### config.mk
export PLATFORM = sky130hd
export DESIGN_NAME = daq_cmd_sequencer
export DESIGN_NICKNAME = d
export VERILOG_FILES = /design/src/rtl/daq_cmd_pkg.sv /design/src/rtl/spi_handshake_timer.sv /design/src/rtl/daq_cmd_sequencer.sv
export SDC_FILE = /design/constraint.sdc
export NUM_CORES = 1
export LEC_CHECK = 0
export BUFFER_PORTS_ARGS = -buffer_cell sky130_fd_sc_hd__buf_2
export CORE_ASPECT_RATIO = 1.4
export CORE_MARGIN = 3
export CORE_UTILIZATION = 63
export CTS_BUF_LIST = sky130_fd_sc_hd__clkbuf_16
export DETAILED_ROUTE_END_ITERATION = 8
export PLACE_DENSITY = 0.93
export SLEW_MARGIN = 40
export SYNTH_ARGS = -nofsm -noshare
export SYNTH_HDL_FRONTEND = slang
export SYNTH_SLANG_ARGS = --single-unit
### constraint.sdc
create_clock -name clk -period 24.9 [get_ports clk]
set_input_delay 7.47 -clock clk [delete_from_list [all_inputs] [get_ports clk]]
set_output_delay 7.47 -clock clk [all_outputs]
set_load 0.01 [all_outputs]
### src/rtl/daq_cmd_pkg.sv
`default_nettype none
// ============================================================================
// daq_cmd_pkg : instruction field layout, opcodes, error codes, FSM states
// Rev 1.0
// ============================================================================
package daq_cmd_pkg;

    localparam logic [4:0] OP_NOOP      = 5'd0;
    localparam logic [4:0] OP_WRITE_REG = 5'd1;
    localparam logic [4:0] OP_READ_REG  = 5'd2;
    localparam logic [4:0] OP_CLR_ERR   = 5'd3;

    localparam logic [1:0] SEL_ADC = 2'd0;
    localparam logic [1:0] SEL_DAC = 2'd1;
    localparam logic [1:0] SEL_INT = 2'd2;

    localparam int OP_MSB       = 31;
    localparam int OP_LSB       = 27;
    localparam int SEL_MSB      = 26;
    localparam int SEL_LSB      = 25;
    localparam int FIELD_TOP    = 24;
    localparam int DAC_ADDR_MSB = 24;
    localparam int DAC_ADDR_LSB = 20;
    localparam int DAC_DATA_MSB = 15;
    localparam int DAC_DATA_LSB = 4;
    localparam int ADC_ADDR_MSB = 24;
    localparam int ADC_ADDR_LSB = 9;
    localparam int ADC_DATA_MSB = 8;
    localparam int ADC_DATA_LSB = 1;

    localparam logic [1:0] ERR_NONE     = 2'd0;
    localparam logic [1:0] ERR_START_TO = 2'd1;
    localparam logic [1:0] ERR_BUSY_TO  = 2'd2;
    localparam logic [1:0] ERR_BAD_CMD  = 2'd3;

    localparam logic [15:0] ERR_WORD_TAG = 16'hEEEE;

    typedef enum logic [2:0] {
        ST_IDLE       = 3'd0,
        ST_DECODE     = 3'd1,
        ST_ISSUE      = 3'd2,
        ST_WAIT_START = 3'd3,
        ST_WAIT_DONE  = 3'd4,
        ST_READBACK   = 3'd5
    } cu_state_e;

    function automatic logic [31:0] err_word(input logic [1:0] code);
        return {ERR_WORD_TAG, 14'd0, code};
    endfunction

endpackage
`default_nettype wire

### src/rtl/spi_handshake_timer.sv
`default_nettype none
// ============================================================================
// spi_handshake_timer : saturating counter bounding SPI start and busy phases
// Rev 1.0
// ============================================================================
module spi_handshake_timer #(
    parameter int START_TIMEOUT = 7,
    parameter int SPI_TIMEOUT   = 4095
) (
    input  logic clk,
    input  logic reset,
    input  logic clr_i,
    input  logic wait_start_i,
    input  logic wait_done_i,
    input  logic spi_busy_i,
    output logic started_o,
    output logic done_o,
    output logic start_timeout_o,
    output logic busy_timeout_o
);

    localparam int MAX_TO = (START_TIMEOUT > SPI_TIMEOUT) ? START_TIMEOUT : SPI_TIMEOUT;
    localparam int CW     = $clog2(MAX_TO + 1);
    localparam logic [CW-1:0] START_LIM = CW'(START_TIMEOUT - 1);
    localparam logic [CW-1:0] BUSY_LIM  = CW'(SPI_TIMEOUT - 1);

    logic [CW-1:0] cnt_q;
    logic [CW-1:0] cnt_d;

    always_comb begin
        cnt_d = cnt_q;
        if (clr_i) begin
            cnt_d = '0;
        end else if ((wait_start_i || wait_done_i) && (cnt_q != {CW{1'b1}})) begin
            cnt_d = cnt_q + 1'b1;
        end
    end

    always_ff @(posedge clk or posedge reset) begin
        if (reset) begin
            cnt_q <= '0;
        end else begin
            cnt_q <= cnt_d;
        end
    end

    // Counter holds the number of wait cycles already spent before this one.
    assign started_o       = wait_start_i & spi_busy_i;
    assign done_o          = wait_done_i & ~spi_busy_i;
    assign start_timeout_o = wait_start_i & ~spi_busy_i & (cnt_q >= START_LIM);
    assign busy_timeout_o  = wait_done_i & spi_busy_i & (cnt_q >= BUSY_LIM);

endmodule
`default_nettype wire

### src/rtl/daq_cmd_sequencer.sv
`default_nettype none
// ============================================================================
// daq_cmd_sequencer : decodes host instructions into register, DAC and ADC ops
// Rev 1.0
// ============================================================================
module daq_cmd_sequencer
    import daq_cmd_pkg::*;
#(
    parameter int NUM_REGS      = 16,
    parameter int REG_W         = 16,
    parameter int START_TIMEOUT = 7,
    parameter int SPI_TIMEOUT   = 4095
) (
    input  logic        clk,
    input  logic        reset,
    input  logic        instr_ready_i,
    output logic        instr_ack_o,
    input  logic [31:0] instr_in_i,
    input  logic        readback_ready_i,
    output logic        readback_write_o,
    output logic [31:0] readback_data_o,
    output logic        dac_request_write_o,
    output logic [4:0]  dac_address_o,
    output logic [11:0] dac_data_o,
    output logic        adc_request_write_o,
    output logic        adc_request_read_o,
    output logic [15:0] adc_address_o,
    output logic [7:0]  adc_data_o,
    input  logic [7:0]  adc_data_readback_i,
    input  logic        spi_busy_i,
    output logic        err_flag_o,
    output logic [1:0]  err_code_o,
    output logic [2:0]  cu_state_o
);

    localparam int AW           = $clog2(NUM_REGS);
    localparam int INT_DATA_MSB = FIELD_TOP - AW;

    cu_state_e   state_q, state_d;
    logic [31:0] instr_q, instr_d;
    logic [31:0] rb_q, rb_d;
    logic        err_flag_q, err_flag_d;
    logic [1:0]  err_code_q, err_code_d;
    logic [REG_W-1:0] regs_q [NUM_REGS];

    logic        reg_we;
    logic        fail;
    logic [1:0]  fail_code;

    logic [4:0]       w_op;
    logic [1:0]       w_sel;
    logic             w_is_read;
    logic [AW-1:0]    w_int_addr;
    logic [REG_W-1:0] w_int_data;
    logic             w_unused_bit0;

    logic w_tmr_clr, w_started, w_done, w_start_to, w_busy_to;

    assign w_op          = instr_q[OP_MSB:OP_LSB];
    assign w_sel         = instr_q[SEL_MSB:SEL_LSB];
    assign w_is_read     = (w_op == OP_READ_REG);
    assign w_int_addr    = instr_q[FIELD_TOP -: AW];
    assign w_int_data    = instr_q[INT_DATA_MSB -: REG_W];
    assign w_unused_bit0 = instr_q[0];

    // Restart the count on entry to either wait state.
    assign w_tmr_clr = (state_q == ST_ISSUE) || ((state_q == ST_WAIT_START) && spi_busy_i);

    spi_handshake_timer #(
        .START_TIMEOUT (START_TIMEOUT),
        .SPI_TIMEOUT   (SPI_TIMEOUT)
    ) u_timer (
        .clk             (clk),
        .reset           (reset),
        .clr_i           (w_tmr_clr),
        .wait_start_i    (state_q == ST_WAIT_START),
        .wait_done_i     (state_q == ST_WAIT_DONE),
        .spi_busy_i      (spi_busy_i),
        .started_o       (w_started),
        .done_o          (w_done),
        .start_timeout_o (w_start_to),
        .busy_timeout_o  (w_busy_to)
    );

    always_comb begin
        state_d             = state_q;
        instr_d             = instr_q;
        rb_d                = rb_q;
        err_flag_d          = err_flag_q;
        err_code_d          = err_code_q;
        reg_we              = 1'b0;
        fail                = 1'b0;
        fail_code           = ERR_NONE;
        instr_ack_o         = 1'b0;
        readback_write_o    = 1'b0;
        readback_data_o     = '0;
        dac_request_write_o = 1'b0;
        dac_address_o       = '0;
        dac_data_o          = '0;
        adc_request_write_o = 1'b0;
        adc_request_read_o  = 1'b0;
        adc_address_o       = '0;
        adc_data_o          = '0;

        case (state_q)
            ST_IDLE: begin
                if (instr_ready_i) begin
                    instr_ack_o = 1'b1;
                    instr_d     = instr_in_i;
                    state_d     = ST_DECODE;
                end
            end
            ST_DECODE: begin
                case (w_op)
                    OP_NOOP: state_d = ST_IDLE;
                    OP_CLR_ERR: begin
                        err_flag_d = 1'b0;
                        err_code_d = ERR_NONE;
                        state_d    = ST_IDLE;
                    end
                    OP_WRITE_REG, OP_READ_REG: begin
                        case (w_sel)
                            SEL_INT: begin
                                if (w_is_read) begin
                                    rb_d    = 32'(regs_q[w_int_addr]);
                                    state_d = ST_READBACK;
                                end else begin
                                    reg_we  = 1'b1;
                                    state_d = ST_IDLE;
                                end
                            end
                            SEL_DAC: begin
                                if (w_is_read) begin
                                    fail      = 1'b1;
                                    fail_code = ERR_BAD_CMD;
                                end else begin
                                    state_d = ST_ISSUE;
                                end
                            end
                            SEL_ADC: state_d = ST_ISSUE;
                            default: begin
                                fail      = 1'b1;
                                fail_code = ERR_BAD_CMD;
                            end
                        endcase
                    end
                    default: begin
                        fail      = 1'b1;
                        fail_code = ERR_BAD_CMD;
                    end
                endcase
            end
            ST_ISSUE: begin
                if (w_sel == SEL_DAC) begin
                    dac_request_write_o = 1'b1;
                    dac_address_o       = instr_q[DAC_ADDR_MSB:DAC_ADDR_LSB];
                    dac_data_o          = instr_q[DAC_DATA_MSB:DAC_DATA_LSB];
                end else begin
                    adc_request_read_o  = w_is_read;
                    adc_request_write_o = ~w_is_read;
                    adc_address_o       = instr_q[ADC_ADDR_MSB:ADC_ADDR_LSB];
                    adc_data_o          = instr_q[ADC_DATA_MSB:ADC_DATA_LSB];
                end
                state_d = spi_busy_i ? ST_WAIT_DONE : ST_WAIT_START;
            end
            ST_WAIT_START: begin
                if (w_started) begin
                    state_d = ST_WAIT_DONE;
                end else if (w_start_to) begin
                    fail      = 1'b1;
                    fail_code = ERR_START_TO;
                end
            end
            ST_WAIT_DONE: begin
                if (w_done) begin
                    if (w_is_read) begin
                        rb_d    = {24'h0, adc_data_readback_i};
                        state_d = ST_READBACK;
                    end else begin
                        state_d = ST_IDLE;
                    end
                end else if (w_busy_to) begin
                    fail      = 1'b1;
                    fail_code = ERR_BUSY_TO;
                end
            end
            ST_READBACK: begin
                if (readback_ready_i) begin
                    readback_write_o = 1'b1;
                    readback_data_o  = rb_q;
                    state_d          = ST_IDLE;
                end
            end
            default: state_d = ST_IDLE;
        endcase

        // First error sticks; an erroring read reports the held code.
        if (fail) begin
            if (!err_flag_q) begin
                err_flag_d = 1'b1;
                err_code_d = fail_code;
            end
            if (w_is_read) begin
                rb_d    = err_word(err_code_d);
                state_d = ST_READBACK;
            end else begin
                state_d = ST_IDLE;
            end
        end
    end

    always_ff @(posedge clk or posedge reset) begin
        if (reset) begin
            state_q    <= ST_IDLE;
            instr_q    <= '0;
            rb_q       <= '0;
            err_flag_q <= 1'b0;
            err_code_q <= ERR_NONE;
        end else begin
            state_q    <= state_d;
            instr_q    <= instr_d;
            rb_q       <= rb_d;
            err_flag_q <= err_flag_d;
            err_code_q <= err_code_d;
        end
    end

    always_ff @(posedge clk or posedge reset) begin
        if (reset) begin
            for (int i = 0; i < NUM_REGS; i++) begin
                regs_q[i] <= '0;
            end
        end else if (reg_we) begin
            regs_q[w_int_addr] <= w_int_data;
        end
    end

    assign err_flag_o = err_flag_q;
    assign err_code_o = err_code_q;
    assign cu_state_o = state_q;

endmodule
`default_nettype wire

**Word level (Yosys, flattened, before mapping)**

Cells that the tools add are included.

- Output and inout bits: 84
- Input bits: 45
- Flip-flop bits (word level): 338
- Word-level logic and storage cells: 143

- Add/sub/neg operators: 1
- Multiplexer cells: 75
- Bitwise gates (word level): 9
- Equal/unequal tests: 18
- Reductions and logical operators: 14
- Order comparisons: 4

Operators by type and width:

| operator | count |
|---|---|
| 32-bit 2-to-1 mux | 9 |
| 256-bit bitwise mux | 1 |
| 16-bit 2-to-1 mux | 5 |
| 16-bit binary-select mux with 4-bit select | 1 |
| 16-bit demux with 4-bit select | 1 |
| 32-bit case mux with 2 select lines | 1 |
| 12-bit 2-to-1 mux | 4 |
| 1-bit 2-to-1 mux | 25 |
| 3-bit 2-to-1 mux | 8 |
| 3-bit case mux with 6 select lines | 1 |
| 8-bit 2-to-1 mux | 2 |
| 2-bit 2-to-1 mux | 7 |
| 12-bit by 1-bit adder with 12-bit output (second input constant) | 1 |
| 12-bit greater-or-equal comparator (second input constant) | 1 |
| 12-bit by 3-bit greater-or-equal comparator with 1-bit output (second input constant) | 1 |
| 12-bit inequality test (second input constant) | 1 |
| 3-bit inequality test (second input constant) | 4 |
| 5-bit by 2-bit equality test with 1-bit output (second input constant) | 2 |
| 5-bit 2-to-1 mux | 2 |
| 3-bit case mux with 3 select lines | 1 |
| 2-bit case mux with 2 select lines | 2 |
| 7-bit AND reduction | 1 |
| 1-bit AND | 6 |
| 3-bit by 2-bit equality test with 1-bit output (second input constant) | 2 |
| 24 further kinds | 32 |

**Longest topological paths before layout**

Gate-level depths: netlist (run 1).

- Word-level depth: 10
- Depth in mapped cells: 8
- Mapped depth without buffers: 7

**Cells and area by module**

From an unflattened synthesis (run 1), not the netlist that was laid out.

- Cell total of the unflattened synthesis: 1109
- Area total of the unflattened synthesis: 15915.3 µm²

By module, submodules not included:

| module | seq. area each (µm²) | instances | cells each | area an instance (µm²) |
|---|---|---|---|---|
| daq_cmd_sequencer | 8132.8 | 1 | 1021 | 15119.5 |
| spi_handshake_timer | 300.3 | 1 | 88 | 795.8 |

**Worst setup path after synthesis (run 1)**

No wires, ideal clock.

- Path type: input -> output
- From: input readback_ready_i
- To: output readback_data_o[22]
- Stages on the path: 3
- Data arrival time: 8196 ps
- Buffers on the path: 1
- Path slack: 9234 ps
- Data required time: 17430 ps
- Path through: and4b_1 clkbuf_1 and2_1

- Longest elaborated chain between the ends: 2

Ends and longest elaborated chain:

| what | RTL line | source |
|---|---|---|
| from (decl) | daq_cmd_sequencer.sv:19 | `input logic readback_ready_i,` |
| 32-bit 2-to-1 mux | daq_cmd_sequencer.sv:188 | `if (readback_ready_i) begin` |
| 32-bit 2-to-1 mux | daq_cmd_sequencer.sv:105 | `case (state_q)` |
| to (decl) | daq_cmd_sequencer.sv:21 | `output logic [31:0] readback_data_o,` |

Every way passes these cells.

**Worst setup path in the final report (run 1)**

- From: input readback_ready_i
- To: output readback_data_o[5]

The elaborated chain is that of the path after synthesis.

==> impl_metrics.csv, run 1 <==
group,metric,value,unit
status,status,"completed",
logic_synthesis,ys_warn_count,0,
cts,cts_buffers,30,
global_route,antenna_found_initial,0,
cts,cts_buffer_depth,3,
logic_synthesis,synthArstFlopShare,1.00,
final_layout,finalNetCount,1280,
critical_path,r2r_slack,21.65,ns
route,drtAntennaViolNets,0,
critical_path,cp_max_fo,33,
sta,setup_viol,0,
sta,relSlewSlack,0.436,
final_layout,syn2layout_area_growth,11.7,%
final_layout,layout_common_cells,"dfrtp_1 (334), mux2_2 (301), buf_2 (127)",
sta,finalHoldViolations,0,
global_route,grt_pass1_vias,11000,
route,dr.pass1.iters,7,
logic_synthesis,synth.distinct_cells,62,
power_and_ir_drop,power.switching,550,uW
critical_path,crit_required,17.43,ns
die,die_y,194,um
route,routedWlPerCell,25.1,um
cts,clkSlewWorstSetupHoldPaths,0.06,ns
sta,min_period,15.90,ns
global_route,grt_overflow_total,0,
place,place_congestion,0.924,
route,wl,39500,um
power_and_ir_drop,ir_drop,0.0910,mV
power_and_ir_drop,pwr-share-comb,0.228,
power_and_ir_drop,p_sw_frac,0.338,
die,start_util,0.643,
route,drc,0,
critical_path,worst_ep_arrival_time,8.43,ns
cts,cts_setup_buffers,0,
cts,cts_sinks,337,
run,drv_cap,0,
cts,ctsResizeCount,0,
logic_synthesis,ys_seq_area_frac,0.528,
critical_path,criticalPathCategory,"in -> out",
critical_path,cp-end-kind,"primary output",
route,via_per_inst,6.64,
cts,worstSkewPairLatency,0.56,ns
place,port_buffers,127,
logic_synthesis,ys_ff_latch,337,
power_and_ir_drop,share_seq_of_total_power,0.476,
route,drt_iter0_drc,972,
worst_hold_path,hp-class,"reg -> reg",
final_layout,postLayoutCellArea,17800,um2
logic_synthesis,synthCells,1151,
critical_path,startpoint_type,"input pin",
die,die_area,27300,um2
sta,worst_pin_slew,0.837,ns
die,rows,68,
logic_synthesis,avgSynthCellArea,13.9,um2
sta,slew_violations,0,
sta,finClkSkew,0.0134,ns
place,dpl_cell_area,16800,um2
die,dieWidth,141,um
route,vias,10400,
power_and_ir_drop,p_leak,0.00873,uW
logic_synthesis,syn_nets,1198,
global_route,grt_pass1_wl,62300,um
die,core_area,24800,um2
die,io_pins,129,
power_and_ir_drop,power_density,91.0,nW/um2
logic_synthesis,synth_flop_cell,"dfrtp_1",
cts,cts_root_buf,"clkbuf_16",
place,dp_hpwl,24500,um
sta,rsz0062_at_grt,"false",
final_layout,drive_gt1_frac,0.477,
logic_synthesis,syn-cell-area,16000,um2
sta,final.setup.tns,0,ns
global_route,grt_max_degree,130,
power_and_ir_drop,clkPwrFrac,0.296,
cts,htreeDepth,1,
cts,ctsHoldBuffers,0,
power_and_ir_drop,p_int,1070,uW
cts,cts_tree,"yes",
final_layout,final_common_cell,"dfrtp_1",
sta,period_share,0.638,
logic_synthesis,synth_edf_count,0,
global_route,grt_usage,0.289,
sta,max_clock_freq,62.9,MHz
## power by group through the flow
stage / Combinational (uW) / Sequential (uW) / Clock, uW
floorplan: 340 / 678 / 0
global placement: 346 / 767 / 0
detailed placement: 366 / 776 / 0
CTS: 370 / 768 / 485
global route: 396 / 787 / 508
finish: 370 / 772 / 481
## final cells by class
cell class / count / area (um2)
multi-input cells: 709 / 7100
fillers: 1544 / 7000
diodes: 1 / 2.50
flip-flops and latches: 337 / 8440
clock buffers: 31 / 776
clock inverters: 25 / 244
inverters: 6 / 35.0
well taps: 315 / 394
repair buffers: 149 / 853
## sequential cells by signal, summed over array words and instances, names as in the netlist
signal	cells
cu_state_o	3
err_code_o	2
err_flag_o	1
instr_q	31
rb_q	32
regs_q	256
u_timer.cnt_q	12
## stage by stage
stage / utilization / cells / power, uW / setup slack [ns] / hold WS (ns)
floorplan: - / 1151 / 1020 / 8.09 / 0.441
global placement: 0.673 / 1512 / 1110 / 8.84 / 0.451
detailed placement: 0.677 / 1516 / 1140 / 8.73 / 0.458
CTS: 0.718 / 1572 / 1620 / 8.72 / 0.472
global route: 0.718 / 1572 / 1690 / 8.90 / 0.481
finish: 0.718 / 1573 / 1620 / 9.00 / 0.468
## per-layer routing
layer,share of wire,global-route usage,wire (um),vias up
met5,0,0,0,-
met4,0.044,0.119,1730,0
met3,0.060,0.0352,2350,121
met2,0.52,0.495,20400,476
met1,0.38,0.376,15000,5510
li1,-,-,-,4338
## critical path, stage by stage
cell and delay, ns:
buf_2 0.09, and4b_2 0.53, and2_1 0.20, buf_2 0.13
## cell usage after synthesis, types with 7 or more instances
library cell,count,area [um2]
nor2b_1,11,68.8
buf_2,31,155
mux2_2,301,3390
buf_1,16,60.1
a32oi_1,9,78.8
mux4_2,62,1400
nand4_1,13,81.3
mux2i_1,10,100
and2_1,79,494
a21o_1,12,90.1
a21oi_1,22,110
clkbuf_1,38,143
nor4_1,7,43.8
dfrtp_1,337,8430
nor2_1,22,82.6
nand2_1,32,120
o21ai_0,15,75.1
buf_4,11,82.6
nand3_1,12,60.1
xnor2_1,8,70.1
## worst paths after layout
| kind | start | to | cells past startpoint |
|---|---|---|---|
| worst max-delay path | readback_ready_i | readback_data_o[5] | 4 |
| worst min-delay path | rb_q[17]$_DFF_PP0_ | rb_q[17]$_DFF_PP0_ | 1 |
| worst max register to register | instr_q[22]$_DFFE_PP0P_ | regs_q[153]$_DFFE_PP0P_ | 5 |
| worst min register to register | rb_q[17]$_DFF_PP0_ | rb_q[17]$_DFF_PP0_ | 1 |
| max in group asynchronous | reset | instr_q[23]$_DFFE_PP0P_ | 4 |
| min in group asynchronous | reset | regs_q[123]$_DFFE_PP0P_ | 2 |
## kinds of logic after synthesis
family,Yosys count,synth area share
compound gates,89,0.0381
mux,374,0.306
fa+ha+maj,2,0.00157
simple gates,235,0.0901
xor+xnor,9,0.00493
buf+inv,105,0.0311
flops,337,0.528
Note: power is estimated with default switching activity, not from simulation.
==> run 2, diff against run 1 <==
--- a/config.mk
+++ b/config.mk
@@ -5,13 +5,14 @@
 export SDC_FILE = /design/constraint.sdc
 export NUM_CORES = 1
 export LEC_CHECK = 0
+export ABC_AREA = 1
 export BUFFER_PORTS_ARGS = -buffer_cell sky130_fd_sc_hd__buf_2
 export CORE_ASPECT_RATIO = 1.4
 export CORE_MARGIN = 3
-export CORE_UTILIZATION = 63
+export CORE_UTILIZATION = 60
 export CTS_BUF_LIST = sky130_fd_sc_hd__clkbuf_16
 export DETAILED_ROUTE_END_ITERATION = 8
-export PLACE_DENSITY = 0.93
+export PLACE_DENSITY = 0.9
 export SLEW_MARGIN = 40
 export SYNTH_ARGS = -nofsm -noshare
 export SYNTH_HDL_FRONTEND = slang
==> constraint.sdc (replaced) <==
create_clock -name clk -period 15.9 [get_ports clk]
set_input_delay 4.77 -clock clk [delete_from_list [all_inputs] [get_ports clk]]
set_output_delay 4.77 -clock clk [all_outputs]
set_load 0.01 [all_outputs]
==> run 2 against run 1 <==
- sequential power grew 40%
- first-iteration DRC count grew 67%
- via count grew 33%
- critical endpoint is now readback_data_o[7]
- largest cell class unchanged
==> impl_metrics.csv, run 2 <==
group,metric,value,unit
status,status,"completed",
route,drtAntennaViolNets,0,
route,drt_iter0_drc,1620,
logic_synthesis,yosysMostFrequentCell,"nand2_1",
route,via_per_inst,5.98,
global_route,grt_overflow_total,0,
power_and_ir_drop,ir_drop,0.121,mV
place,port_buffers,127,
route,vias,13900,
global_route,grt_pass1_vias,13500,
critical_path,worst_path_max_delay_cell,"nand4_1",
sta,period_share,0.681,
logic_synthesis,synthTopCellsByCount,"nand2_1 (738), dfrtp_1 (337), o21ai_0 (174), o21ai_1 (129), nor2_1 (119)",
final_layout,regMostFlops,"regs_q",
power_and_ir_drop,p_total,2500,uW
worst_hold_path,hp-class,"reg -> reg",
sta,rsz0062_at_grt,"false",
logic_synthesis,synth.distinct_cells,35,
critical_path,critical-path-top-delay-family,"simple AND/OR/NAND/NOR gates",
sta,max_clock_freq,92.3,MHz
final_layout,drive_gt1_frac,0.122,
sta,worst_pin_slew,0.901,ns
sta,finalHoldViolations,0,
logic_synthesis,synthArstFlopShare,1.00,
critical_path,cp_max_fo,22,
cts,cts_buffers,30,
cts,cts_buffer_depth,3,
critical_path,cp_cell_sequence,"buf_2 > nand4_1 > nor2_1 > buf_2",
die,die_area,28200,um2
critical_path,crit_required,11.13,ns
critical_path,cp-end-kind,"primary output",
cts,cts_sinks,337,
final_layout,reg_top3,"regs_q (256), rb_q (32), instr_q (31)",
final_layout,fillerInstances,1987,
sta,finClkSkew,0.0375,ns
global_route,grt_usage,0.295,
cts,cts_setup_buffers,0,
die,rows,69,
logic_synthesis,yosysTopAreaCell,"dfrtp_1",
logic_synthesis,synthCells,1925,
global_route,grt_pass1_wl,67500,um
logic_synthesis,synth_edf_count,0,
global_route,grt_max_degree,116,
route,routedWlPerCell,18.0,um
logic_synthesis,syn-cell-area,15700,um2
final_layout,final_common_cell,"nand2_1",
route,dr.pass1.iters,8,
final_layout,finalNetCount,2026,
die,start_util,0.614,
critical_path,worst_ep_arrival_time,6.07,ns
critical_path,path_buf_inv,2,
run,drv_cap,0,
final_layout,antenna_cells,0,
sta,slew_violations,0,
place,place_congestion,0.923,
die,dieWidth,143,um
die,io_pins,129,
sta,setup_viol,0,
global_route,antenna_found_initial,0,
route,drc,0,
cts,htreeDepth,1,
cts,ctsResizeCount,0,
final_layout,syn2layout_area_growth,9.28,%
logic_synthesis,synth.area.top_cells,"dfrtp_1 (54%), nand2_1 (18%), o21ai_0 (5.5%), o21ai_1 (4.1%), nor2_1 (2.8%)",
sta,final.setup.tns,0,ns
critical_path,startpoint_type,"input pin",
critical_path,crit_path_frequent_cell,"buf_2",
power_and_ir_drop,power_density,146,nW/um2
die,die_y,197,um
cts,ctsHoldBuffers,0,
logic_synthesis,syn_nets,1972,
cts,cts_tree,"yes",
logic_synthesis,ys_seq_area_frac,0.537,
logic_synthesis,ys_warn_count,0,
final_layout,largest_reg_flops,256,
cts,clkSlewWorstSetupHoldPaths,0.06,ns
sta,min_period,10.84,ns
logic_synthesis,synth_top_area_share,0.537,
die,core_area,25600,um2
critical_path,criticalPathCategory,"in -> out",
sta,relSlewSlack,0.399,
place,dp_hpwl,25000,um
logic_synthesis,synth_flop_cell,"dfrtp_1",
cts,cts_root_buf,"clkbuf_16",
route,wl,41800,um
logic_synthesis,avgSynthCellArea,8.16,um2
cts,worstSkewPairLatency,0.59,ns
critical_path,cp_slowest_stage_delay,0.62,ns
final_layout,layout_common_cells,"nand2_1 (737), dfrtp_1 (337), o21ai_0 (174)",
logic_synthesis,ys_ff_latch,337,
power_and_ir_drop,p_leak,0.00846,uW
## run 2: final timing paths
kind | startpoint | endpoint | slack [ns] | cells past startpoint
max in group asynchronous | reset | instr_q[3]$_DFFE_PP0P_ | 10.43 | 3
hold reg to reg | regs_q[66]$_DFFE_PP0P_ | regs_q[66]$_DFFE_PP0P_ | 0.48 | 2
setup reg to reg | instr_q[22]$_DFFE_PP0P_ | regs_q[83]$_DFFE_PP0P_ | 11.95 | 6
setup / recovery | readback_ready_i | readback_data_o[7] | 5.06 | 4
min in group asynchronous | reset | regs_q[203]$_DFFE_PP0P_ | 4.23 | 2
hold / removal | regs_q[66]$_DFFE_PP0P_ | regs_q[66]$_DFFE_PP0P_ | 0.48 | 2
## run 2: final cells by class
cell class	instances	area [um2]	area share
Tap cell	319	399	0.0233
Timing Repair Buffer	147	800	0.0466
Clock inverter	21	138	0.00802
Sequential cell	337	8430	0.492
Inverter	91	354	0.0206
Multi-Input combinational cell	1372	6280	0.366
Clock buffer	30	751	0.0438
## run 2: worst register-to-register path, delay by kind of cell, from the launching register on
kind                   cells  cell delay, ns
AND/OR/NAND/NOR            3            1.23
AO/OA/AOI/OAI              1            0.08
flip-flops                 1            0.91
buffers and inverters      2            1.58
## run 2: layer usage
layer  routed length [um]  up-vias  track usage
li1                     -     6346            -
met1                15800     6601        0.378
met2                20600      765        0.497
met3                 3550      144       0.0414
met4                 1760        0        0.134
met5                    0        -            0
## run 2: logic make-up after synthesis
kind of cell,count (synthesis),share of synthesized area
adder cells (fa/ha/maj),2,0.00159
AO/OA/AOI/OAI,405,0.143
flip-flops,337,0.537
XOR/XNOR,2,0.00112
AND/OR/NAND/NOR,963,0.252
buffers and inverters,216,0.0655
## run 2: power breakdown
group	switching, uW	internal, uW
sequential	84.8	990
clock	315	357
combinational	590	162
## run 2: stage by stage
stage / hold WS [ns] / cells / utilization / area [um2] / setup WS, ns
finish: 0.482 / 2317 / 0.671 / 17200 / 5.06
global route: 0.503 / 2317 / 0.671 / 17200 / 4.89
CTS: 0.484 / 2317 / 0.671 / 17100 / 5.05
detailed placement: 0.468 / 2266 / 0.636 / 16300 / 5.06
global placement: 0.464 / 2266 / 0.635 / 16200 / 5.13
floorplan: 0.450 / 1925 / - / 15700 / 1.79
